--- config.mk ---
export PLATFORM = sky130hd
export DESIGN_NAME = muldiv_unit_flat
export DESIGN_NICKNAME = d
export VERILOG_FILES = /design/src/rtl/muldiv_pkg.sv /design/src/rtl/muldiv_unit_if.sv /design/src/rtl/md_iter_core.sv /design/src/rtl/muldiv_unit.sv /design/src/flat_wrapper.sv
export SDC_FILE = /design/constraint.sdc
export NUM_CORES = 1
export LEC_CHECK = 0
export CORE_UTILIZATION = 31
export CTS_CLUSTER_DIAMETER = 200
export DETAILED_ROUTE_END_ITERATION = 8
export PLACE_DENSITY_LB_ADDON = 0.08
export SLEW_MARGIN = 0
export SYNTH_ARGS = -nofsm -noshare
export SYNTH_HDL_FRONTEND = slang
export SYNTH_SLANG_ARGS = --single-unit
--- constraint.sdc ---
create_clock -name clk -period 5.8 [get_ports clk]
set_input_delay 1.16 -clock clk [delete_from_list [all_inputs] [get_ports clk]]
set_output_delay 1.16 -clock clk [all_outputs]
set_load 0.01 [all_outputs]
--- src/rtl/muldiv_pkg.sv ---
`default_nettype none
// ============================================================================
//  Module      : muldiv_pkg
//  Description : Shared types and encodings for the RV32M/RV64M multiply/
//                divide unit: FSM state enum, main-control qualifiers and the
//                eight funct3 operation codes.
//  Revision    : 1.0 - initial release
// ============================================================================
package muldiv_pkg;

  typedef enum logic [1:0] {
    IDLE = 2'd0,
    MUL  = 2'd1,
    DIV  = 2'd2,
    DONE = 2'd3
  } md_state_e;

  localparam logic [6:0] F7_MULDIV   = 7'b0000001;
  localparam logic [1:0] ALUOP_RTYPE = 2'b10;

  localparam logic [2:0] F3_MUL    = 3'b000;
  localparam logic [2:0] F3_MULH   = 3'b001;
  localparam logic [2:0] F3_MULHSU = 3'b010;
  localparam logic [2:0] F3_MULHU  = 3'b011;
  localparam logic [2:0] F3_DIV    = 3'b100;
  localparam logic [2:0] F3_DIVU   = 3'b101;
  localparam logic [2:0] F3_REM    = 3'b110;
  localparam logic [2:0] F3_REMU   = 3'b111;

endpackage
`default_nettype wire

--- src/rtl/muldiv_unit_if.sv ---
`default_nettype none
// ============================================================================
//  Module      : muldiv_unit_if
//  Description : Request/response bundle between the EX stage and the
//                multiply/divide unit.
//                master : drives start, flush, ALUop, ALUctrl_f7/f3, op_a/b
//                slave  : drives md_sel, busy, done, result
//  Revision    : 1.0 - initial release
// ============================================================================
interface muldiv_unit_if #(
  parameter int XLEN = 32
);
  logic            start;
  logic            flush;
  logic [1:0]      ALUop;
  logic [6:0]      ALUctrl_f7;
  logic [2:0]      ALUctrl_f3;
  logic [XLEN-1:0] op_a;
  logic [XLEN-1:0] op_b;
  logic            md_sel;
  logic            busy;
  logic            done;
  logic [XLEN-1:0] result;

  modport master (
    output start, flush, ALUop, ALUctrl_f7, ALUctrl_f3, op_a, op_b,
    input  md_sel, busy, done, result
  );

  modport slave (
    input  start, flush, ALUop, ALUctrl_f7, ALUctrl_f3, op_a, op_b,
    output md_sel, busy, done, result
  );
endinterface
`default_nettype wire

--- src/rtl/md_iter_core.sv ---
`default_nettype none
// ============================================================================
//  Module      : md_iter_core
//  Description : Unsigned radix-2 iteration datapath. One {hi,lo} register
//                pair serves both operations:
//                  multiply - lo holds the multiplier, hi accumulates; each
//                             step adds the multiplicand and shifts right.
//                  divide   - lo holds the dividend/quotient, hi the partial
//                             remainder; each step is one restoring trial.
//                Outputs are the values *after* the current step, so the
//                owner can register a final result in the same cycle last_o
//                is high.
//  Ports       : clk, reset  - clock, synchronous active-high reset
//                load_i      - load magnitudes and counter (XLEN-1)
//                step_i      - perform one iteration, decrement counter
//                op_div_i    - op kind sampled at load (1 = divide)
//                mag_a_i/b_i - unsigned operand magnitudes
//                last_o      - current step is the final one
//                prod_o      - 2*XLEN product magnitude
//                quot_o/rem_o- quotient / remainder magnitudes
//  Revision    : 1.0 - initial release
// ============================================================================
module md_iter_core #(
  parameter int XLEN = 32
) (
  input  logic              clk,
  input  logic              reset,
  input  logic              load_i,
  input  logic              step_i,
  input  logic              op_div_i,
  input  logic [XLEN-1:0]   mag_a_i,
  input  logic [XLEN-1:0]   mag_b_i,
  output logic              last_o,
  output logic [2*XLEN-1:0] prod_o,
  output logic [XLEN-1:0]   quot_o,
  output logic [XLEN-1:0]   rem_o
);

  localparam int CNT_W = $clog2(XLEN);

  logic [CNT_W-1:0] cnt_q, cnt_d;
  logic [XLEN-1:0]  hi_q, hi_d, lo_q, lo_d, m_q, m_d;
  logic             op_div_q, op_div_d;

  logic [XLEN:0]    w_acc;
  logic [XLEN:0]    w_shift;
  logic [XLEN:0]    w_trial;
  logic [XLEN-1:0]  w_hi_step, w_lo_step;

  // One iteration of the selected algorithm.
  always_comb begin
    w_acc     = lo_q[0] ? ({1'b0, hi_q} + {1'b0, m_q}) : {1'b0, hi_q};
    w_shift   = {hi_q, lo_q[XLEN-1]};
    w_trial   = w_shift - {1'b0, m_q};
    w_hi_step = w_acc[XLEN:1];
    w_lo_step = {w_acc[0], lo_q[XLEN-1:1]};
    if (op_div_q) begin
      // Remainder stays below the divisor, so bit XLEN of the trial is a
      // reliable borrow flag.
      if (!w_trial[XLEN]) begin
        w_hi_step = w_trial[XLEN-1:0];
        w_lo_step = {lo_q[XLEN-2:0], 1'b1};
      end else begin
        w_hi_step = w_shift[XLEN-1:0];
        w_lo_step = {lo_q[XLEN-2:0], 1'b0};
      end
    end
  end

  always_comb begin
    cnt_d    = cnt_q;
    hi_d     = hi_q;
    lo_d     = lo_q;
    m_d      = m_q;
    op_div_d = op_div_q;
    if (load_i) begin
      cnt_d    = CNT_W'(XLEN - 1);
      hi_d     = '0;
      lo_d     = op_div_i ? mag_a_i : mag_b_i;
      m_d      = op_div_i ? mag_b_i : mag_a_i;
      op_div_d = op_div_i;
    end else if (step_i) begin
      cnt_d = cnt_q - CNT_W'(1);
      hi_d  = w_hi_step;
      lo_d  = w_lo_step;
    end
  end

  always_ff @(posedge clk) begin
    if (reset) begin
      cnt_q    <= '0;
      hi_q     <= '0;
      lo_q     <= '0;
      m_q      <= '0;
      op_div_q <= 1'b0;
    end else begin
      cnt_q    <= cnt_d;
      hi_q     <= hi_d;
      lo_q     <= lo_d;
      m_q      <= m_d;
      op_div_q <= op_div_d;
    end
  end

  assign last_o = (cnt_q == '0);
  assign prod_o = {w_hi_step, w_lo_step};
  assign quot_o = w_lo_step;
  assign rem_o  = w_hi_step;

endmodule
`default_nettype wire

--- src/rtl/muldiv_unit.sv ---
`default_nettype none
// ============================================================================
//  Module      : muldiv_unit
//  Description : Multi-cycle RV32M/RV64M multiply/divide unit beside the EX
//                ALU. Decodes its own select, converts signed operands to
//                magnitudes, iterates in md_iter_core, applies the sign
//                fix-up and pulses done for one cycle.
//                Divide-by-zero and signed overflow finish in one cycle.
//                Optional macro MULDIV_FAST_MUL_EN: multiplies use a single
//                combinational product registered at accept (one cycle).
//  Ports       : clk, reset - clock, synchronous active-high reset
//                bus (slave) - start/flush/ALUop/ALUctrl_f7/f3/op_a/op_b in,
//                              md_sel/busy/done/result out
//  Revision    : 1.0 - initial release
// ============================================================================
module muldiv_unit
  import muldiv_pkg::*;
#(
  parameter int XLEN = 32
) (
  input  logic          clk,
  input  logic          reset,
  muldiv_unit_if.slave  bus
);

  md_state_e        state_q, state_d;
  logic [2:0]       f3_q, f3_d;
  logic             neg_q, neg_d;
  logic [XLEN-1:0]  result_q, result_d;

  logic             w_md_sel, w_accept, w_busy, w_load;
  logic             w_sign_a, w_sign_b, w_neg;
  logic [XLEN-1:0]  w_mag_a, w_mag_b;
  logic             w_div0, w_ovf;
  logic [XLEN-1:0]  w_special_res, w_fast_res, w_final_res;

  logic             w_last;
  logic [2*XLEN-1:0] w_prod, w_prod_fix;
  logic [XLEN-1:0]  w_quot, w_rem, w_quot_fix, w_rem_fix;

  assign w_md_sel = (bus.ALUop == ALUOP_RTYPE) && (bus.ALUctrl_f7 == F7_MULDIV);
  assign w_busy   = (state_q == MUL) || (state_q == DIV);
  assign w_accept = bus.start && w_md_sel && !bus.flush &&
                    ((state_q == IDLE) || (state_q == DONE));

  // Operand a is signed for MULH/MULHSU/DIV/REM, operand b for MULH/DIV/REM.
  always_comb begin
    w_sign_a = 1'b0;
    w_sign_b = 1'b0;
    case (bus.ALUctrl_f3)
      F3_MULH, F3_DIV, F3_REM: begin
        w_sign_a = bus.op_a[XLEN-1];
        w_sign_b = bus.op_b[XLEN-1];
      end
      F3_MULHSU: w_sign_a = bus.op_a[XLEN-1];
      default: ;
    endcase
    // Remainder follows the dividend; everything else follows the xor.
    w_neg = (bus.ALUctrl_f3[2] && bus.ALUctrl_f3[1]) ? w_sign_a : (w_sign_a ^ w_sign_b);
  end

  assign w_mag_a = w_sign_a ? (-bus.op_a) : bus.op_a;
  assign w_mag_b = w_sign_b ? (-bus.op_b) : bus.op_b;

  assign w_div0 = bus.ALUctrl_f3[2] && (bus.op_b == '0);
  assign w_ovf  = bus.ALUctrl_f3[2] && !bus.ALUctrl_f3[0] &&
                  (bus.op_a == {1'b1, {(XLEN-1){1'b0}}}) && (bus.op_b == '1);

  always_comb begin
    if (w_div0) w_special_res = bus.ALUctrl_f3[1] ? bus.op_a : '1;
    else        w_special_res = bus.ALUctrl_f3[1] ? '0 : bus.op_a;
  end

`ifdef MULDIV_FAST_MUL_EN
  localparam bit FAST_MUL = 1'b1;
  logic [2*XLEN-1:0] w_fast_prod;
  always_comb begin
    w_fast_prod = {{XLEN{1'b0}}, w_mag_a} * {{XLEN{1'b0}}, w_mag_b};
    if (w_neg) w_fast_prod = -w_fast_prod;
    w_fast_res = (bus.ALUctrl_f3 == F3_MUL) ? w_fast_prod[XLEN-1:0]
                                            : w_fast_prod[2*XLEN-1:XLEN];
  end
`else
  localparam bit FAST_MUL = 1'b0;
  assign w_fast_res = '0;
`endif

  md_iter_core #(.XLEN(XLEN)) u_core (
    .clk      (clk),
    .reset    (reset),
    .load_i   (w_load),
    .step_i   (w_busy),
    .op_div_i (bus.ALUctrl_f3[2]),
    .mag_a_i  (w_mag_a),
    .mag_b_i  (w_mag_b),
    .last_o   (w_last),
    .prod_o   (w_prod),
    .quot_o   (w_quot),
    .rem_o    (w_rem)
  );

  assign w_prod_fix = neg_q ? (-w_prod) : w_prod;
  assign w_quot_fix = neg_q ? (-w_quot) : w_quot;
  assign w_rem_fix  = neg_q ? (-w_rem)  : w_rem;

  always_comb begin
    case (f3_q)
      F3_MUL:                       w_final_res = w_prod_fix[XLEN-1:0];
      F3_MULH, F3_MULHSU, F3_MULHU: w_final_res = w_prod_fix[2*XLEN-1:XLEN];
      F3_DIV, F3_DIVU:              w_final_res = w_quot_fix;
      default:                      w_final_res = w_rem_fix;
    endcase
  end

  always_comb begin
    state_d  = state_q;
    result_d = result_q;
    f3_d     = f3_q;
    neg_d    = neg_q;
    w_load   = 1'b0;
    case (state_q)
      IDLE, DONE: begin
        state_d = IDLE;
        if (w_accept) begin
          f3_d  = bus.ALUctrl_f3;
          neg_d = w_neg;
          if (w_div0 || w_ovf) begin
            state_d  = DONE;
            result_d = w_special_res;
          end else if (FAST_MUL && !bus.ALUctrl_f3[2]) begin
            state_d  = DONE;
            result_d = w_fast_res;
          end else begin
            w_load  = 1'b1;
            state_d = bus.ALUctrl_f3[2] ? DIV : MUL;
          end
        end
      end
      MUL, DIV: begin
        if (bus.flush) begin
          state_d = IDLE;
        end else if (w_last) begin
          state_d  = DONE;
          result_d = w_final_res;
        end
      end
      default: state_d = IDLE;
    endcase
  end

  always_ff @(posedge clk) begin
    if (reset) begin
      state_q  <= IDLE;
      f3_q     <= '0;
      neg_q    <= 1'b0;
      result_q <= '0;
    end else begin
      state_q  <= state_d;
      f3_q     <= f3_d;
      neg_q    <= neg_d;
      result_q <= result_d;
    end
  end

  assign bus.md_sel = w_md_sel;
  assign bus.busy   = w_busy;
  assign bus.done   = (state_q == DONE);
  assign bus.result = result_q;

endmodule
`default_nettype wire
--- src/flat_wrapper.sv ---
// flat-port wrapper written by rule: the top's interface ports become plain ports
module muldiv_unit_flat import muldiv_pkg::*;
#(
  parameter int XLEN = 32
)
  (clk, reset, bus_start, bus_flush, bus_ALUop, bus_ALUctrl_f7, bus_ALUctrl_f3, bus_op_a, bus_op_b, bus_md_sel, bus_busy, bus_done, bus_result);
  muldiv_unit_if #(.XLEN(XLEN)) bus_i ();
  input  logic clk;
  input  logic reset;
  input wire logic [$bits(bus_i.start)-1:0] bus_start;
  input wire logic [$bits(bus_i.flush)-1:0] bus_flush;
  input wire logic [$bits(bus_i.ALUop)-1:0] bus_ALUop;
  input wire logic [$bits(bus_i.ALUctrl_f7)-1:0] bus_ALUctrl_f7;
  input wire logic [$bits(bus_i.ALUctrl_f3)-1:0] bus_ALUctrl_f3;
  input wire logic [$bits(bus_i.op_a)-1:0] bus_op_a;
  input wire logic [$bits(bus_i.op_b)-1:0] bus_op_b;
  output wire logic [$bits(bus_i.md_sel)-1:0] bus_md_sel;
  output wire logic [$bits(bus_i.busy)-1:0] bus_busy;
  output wire logic [$bits(bus_i.done)-1:0] bus_done;
  output wire logic [$bits(bus_i.result)-1:0] bus_result;
  assign bus_i.start = bus_start;
  assign bus_i.flush = bus_flush;
  assign bus_i.ALUop = bus_ALUop;
  assign bus_i.ALUctrl_f7 = bus_ALUctrl_f7;
  assign bus_i.ALUctrl_f3 = bus_ALUctrl_f3;
  assign bus_i.op_a = bus_op_a;
  assign bus_i.op_b = bus_op_b;
  assign bus_md_sel = bus_i.md_sel;
  assign bus_busy = bus_i.busy;
  assign bus_done = bus_i.done;
  assign bus_result = bus_i.result;
  muldiv_unit #(.XLEN(XLEN)) u_core (.clk(clk), .reset(reset), .bus(bus_i));
endmodule
==> metrics.txt <==
RSZ-0062 raised after global routing=no; fillcell total=5556; DRC viols=0; # H-tree levels=4; worst skew pair latency=0.48 ns; cell count after synthesis=2313; Hold Buf Count CTS=0; Total Power=2.42 mW; layout cells sized above 1=0.0864; Synthesized Nets=2467; initial antenna violation count=4; root buffer cell=clkbuf_16; worst hold path type=flip-flop to flip-flop; Critical Path RT=6.17 ns; DP Wirelength=64.6 mm; Post-Route WL=81.7 mm; WP buf/inv=1; row count=83; TritonCTS Sinks=140; Min Clock Period, post-route=5.61 ns; outcome=finished clean; CTS tree=yes; worst path cell trace=ha_1 > a21oi_1 > o21ai_1 > a221oi_1 > o21ai_0 > nor2_2 > buf_4 > o31ai_1 > o21ai_1 > nand4_1 > or4b_4 > o21a_1 > o41ai_2 > mux2i_1 > a21o_1; Crit path max-delay family=compound AO/OA/AOI/OAI gates; Worst-path clk slew=0.06 ns; vias in the first global route=17300; Reg2Reg Depth=15; pwr/cell area=129 nW/um2; total negative slack=0 ns; syn_area_per_cell=6.99 um2; First-pass DRT Iterations=5; first-pass GRT wire length=119 mm; n_diodes=0; CP peak stage delay=0.74 ns; P_leak=7.21 nW; via/cell ratio=6.07; total global routing overflow=0; Ys Warns=0; fmax=0.178 GHz; DR vias=18700; post-route clock period utilization=0.967; area grow syn2layout=16.6%; reg2reg start=u_core.u_core.hi_q[20]$_SDFFE_PP0N_; CTS Buf Count=17; Crit Path Class=flip-flop to flip-flop; chip width=230 um; Max Cap Viol=0; Netlist cell types=92; Initial Utilization=0.314; endpoints failing hold=0; Reg2Reg Setup Slack=0.19 ns; CP endpoint kind=flip-flop; most frequent CP cell=o21ai_1; Startpoint Class=flip-flop; EDFF count, synth=0; reg2reg end=u_core.bus.result[31]$_SDFFE_PP0P_; Post-Syn Area=16200 um2; Seq/Total Area, Yosys=0.173; Final setup viols=0; Worst Max-Slew Pin Slew=1.08 ns; Die Area=53000 um2; DRT iter0 DRCs=2029; # IOs=115; core area=51400 um2; Clock Tree Buf Depth=2; IO buf count=114; commonest cells after routing, fill and taps aside=nand2_1, a21oi_1, nor2_1; largest net degree at the start of global routing=82; routability cong.=0.977; Post-layout nets=2536; Synth Flop Type=dfxtp_1; Hold Path Origin=u_core.bus.result[27]$_SDFFE_PP0P_; FFs w/ async S/R, synth=0; VDD IR-drop max=0.205 mV; Final ANT Viol Nets=0; die span in y=230 um; Total GRT Usage=0.301; worst rel slew slack=0.275; worst-path maximum fanout=13; Slew Limit Fails=0; hold depth=2; clk_skew=0.0105 ns; flops & latches, synth=140; Critical Path AT=5.98 ns; CP max stage cell=or4b_4; WL per Instance=26.6 um; hold endpoint=u_core.bus.result[27]$_SDFFE_PP0P_; commonest non-fill, non-tap cell in the layout=nand2_1
==> state kept, by name, summed over array words and instances, names as in the netlist <==
signal and flops:
u_core.bus.result 32, u_core.u_core.op_div_q 1, u_core.neg_q 1, u_core.u_core.m_q 32
u_core.u_core.hi_q 32, u_core.state_q 2, u_core.f3_q 3, u_core.u_core.lo_q 32
u_core.u_core.cnt_q 5
==> Yosys cell counts (8+ instances only) <==
cell type    n  area (um2)
a211o_1     10        87.6
a211oi_1    52         390
a21o_1      33         248
a21oi_1    217        1090
a221o_1      8        80.1
a221oi_1    11        96.3
a22oi_1     26         195
a311oi_1    17         149
a31oi_1     36         225
and2_1      14        87.6
and3_1      21         131
buf_1       13        48.8
buf_2       15        75.1
clkbuf_1   130         488
dfxtp_1    140        2800
ha_1        72         901
inv_1       71         267
maj3_1      25         250
mux2_2      22         248
mux2i_1     59         591
nand2_1    252         946
nand2b_1    29         181
nand3_1     60         300
nand4_1     30         188
nor2_1     210         788
nor2b_1     19         119
nor3_1      63         315
nor4_1      17         106
o211ai_1    59         443
o21a_1      23         173
o21ai_0    168         841
o21ai_1     13        65.1
o221ai_1     8        70.1
o31ai_1     30         225
or2_2       11        68.8
or3_1       30         188
or4_1       13        97.6
xnor2_1     81         709
xor2_1      52         455
==> layout make-up <==
| type | count | area [um2] | area share |
|---|---|---|---|
| Sequential cell | 140 | 2810 | 0.149 |
| Clock buffer | 22 | 495 | 0.0263 |
| Inverter | 71 | 267 | 0.0141 |
| Multi-Input combinational cell | 1939 | 12500 | 0.661 |
| Tap cell | 680 | 851 | 0.0451 |
| Clock inverter | 10 | 78.8 | 0.00418 |
| Timing Repair Buffer | 213 | 1890 | 0.100 |
==> cells by family (layout without fill, tap and decap cells) <==
group,count (synthesis),count (layout),synth area share
xor gates and xnor gates,133,133,0.0721
DFF,140,140,0.173
muxes,81,81,0.0519
and+or+nand+nor,815,815,0.242
adders and majority gates,99,99,0.0737
buffers and inverters,234,316,0.0574
AOI/OAI and AO/OA,811,811,0.330
==> per-stage QoR <==
step | setup slack (ns) | instances | utilization | hold WS [ns] | instance area [um2]
floorplan | 0.959 | 2313 | - | 0.437 | 16200
global placement | 0.324 | 3043 | 0.355 | 0.435 | 18300
detailed placement | 0.282 | 3043 | 0.355 | 0.444 | 18300
CTS | 0.245 | 3075 | 0.367 | 0.454 | 18800
global route | 0.0194 | 3075 | 0.367 | 0.483 | 18800
finish | 0.189 | 3075 | 0.367 | 0.450 | 18800
==> where the power goes <==
part           leakage [nW]  switching [mW]  internal, mW  total [mW]
Combinational          5.81           0.219         0.121       0.339
Sequential             1.13        0.000560         0.961       0.961
Clock                 0.271           0.513         0.610        1.12
Total                  7.21           0.732          1.69        2.42
==> metal layers <==
layer / GRT usage / wire length, um / share of wire / vias up
met5: 0 / 13 / 0.00016 / -
met4: 0.0960 / 2380 / 0.029 / 2
met3: 0.0402 / 4700 / 0.058 / 107
met2: 0.503 / 38600 / 0.47 / 667
met1: 0.396 / 36000 / 0.44 / 9177
li1: - / - / - / 8723
==> worst min-delay path, stage by stage (launching register included) <==
cell	delay [ns]
dfxtp_1	0.31
nand2_1	0.05
o21ai_1	0.05
==> how the worst max path moves through the flow <==
stage	from	cells past startpoint	slack, ns	endpoint
2_1_floorplan	u_core.u_core.m_q[17]$_SDFFE_PP0P_	21	0.96	u_core.bus.result[8]$_SDFFE_PP0P_
3_3_place_gp	u_core.u_core.hi_q[20]$_SDFFE_PP0N_	15	0.32	u_core.bus.result[31]$_SDFFE_PP0P_
3_5_place_dp	u_core.u_core.hi_q[20]$_SDFFE_PP0N_	15	0.28	u_core.bus.result[31]$_SDFFE_PP0P_
4_1_cts	u_core.u_core.m_q[5]$_SDFFE_PP0P_	20	0.24	u_core.bus.result[8]$_SDFFE_PP0P_
5_1_grt	u_core.u_core.m_q[19]$_SDFFE_PP0P_	19	0.02	u_core.bus.result[8]$_SDFFE_PP0P_
6_report	u_core.u_core.hi_q[20]$_SDFFE_PP0N_	15	0.19	u_core.bus.result[31]$_SDFFE_PP0P_
==> timing repair <==
action                                  in CTS  in global routing
endpoints found under the setup margin       0                 10
gates resized for setup                      0                  2
buffers inserted                             0                  0
hold endpoints to repair                     0                  0
Note: power is estimated with default switching activity, not from simulation.
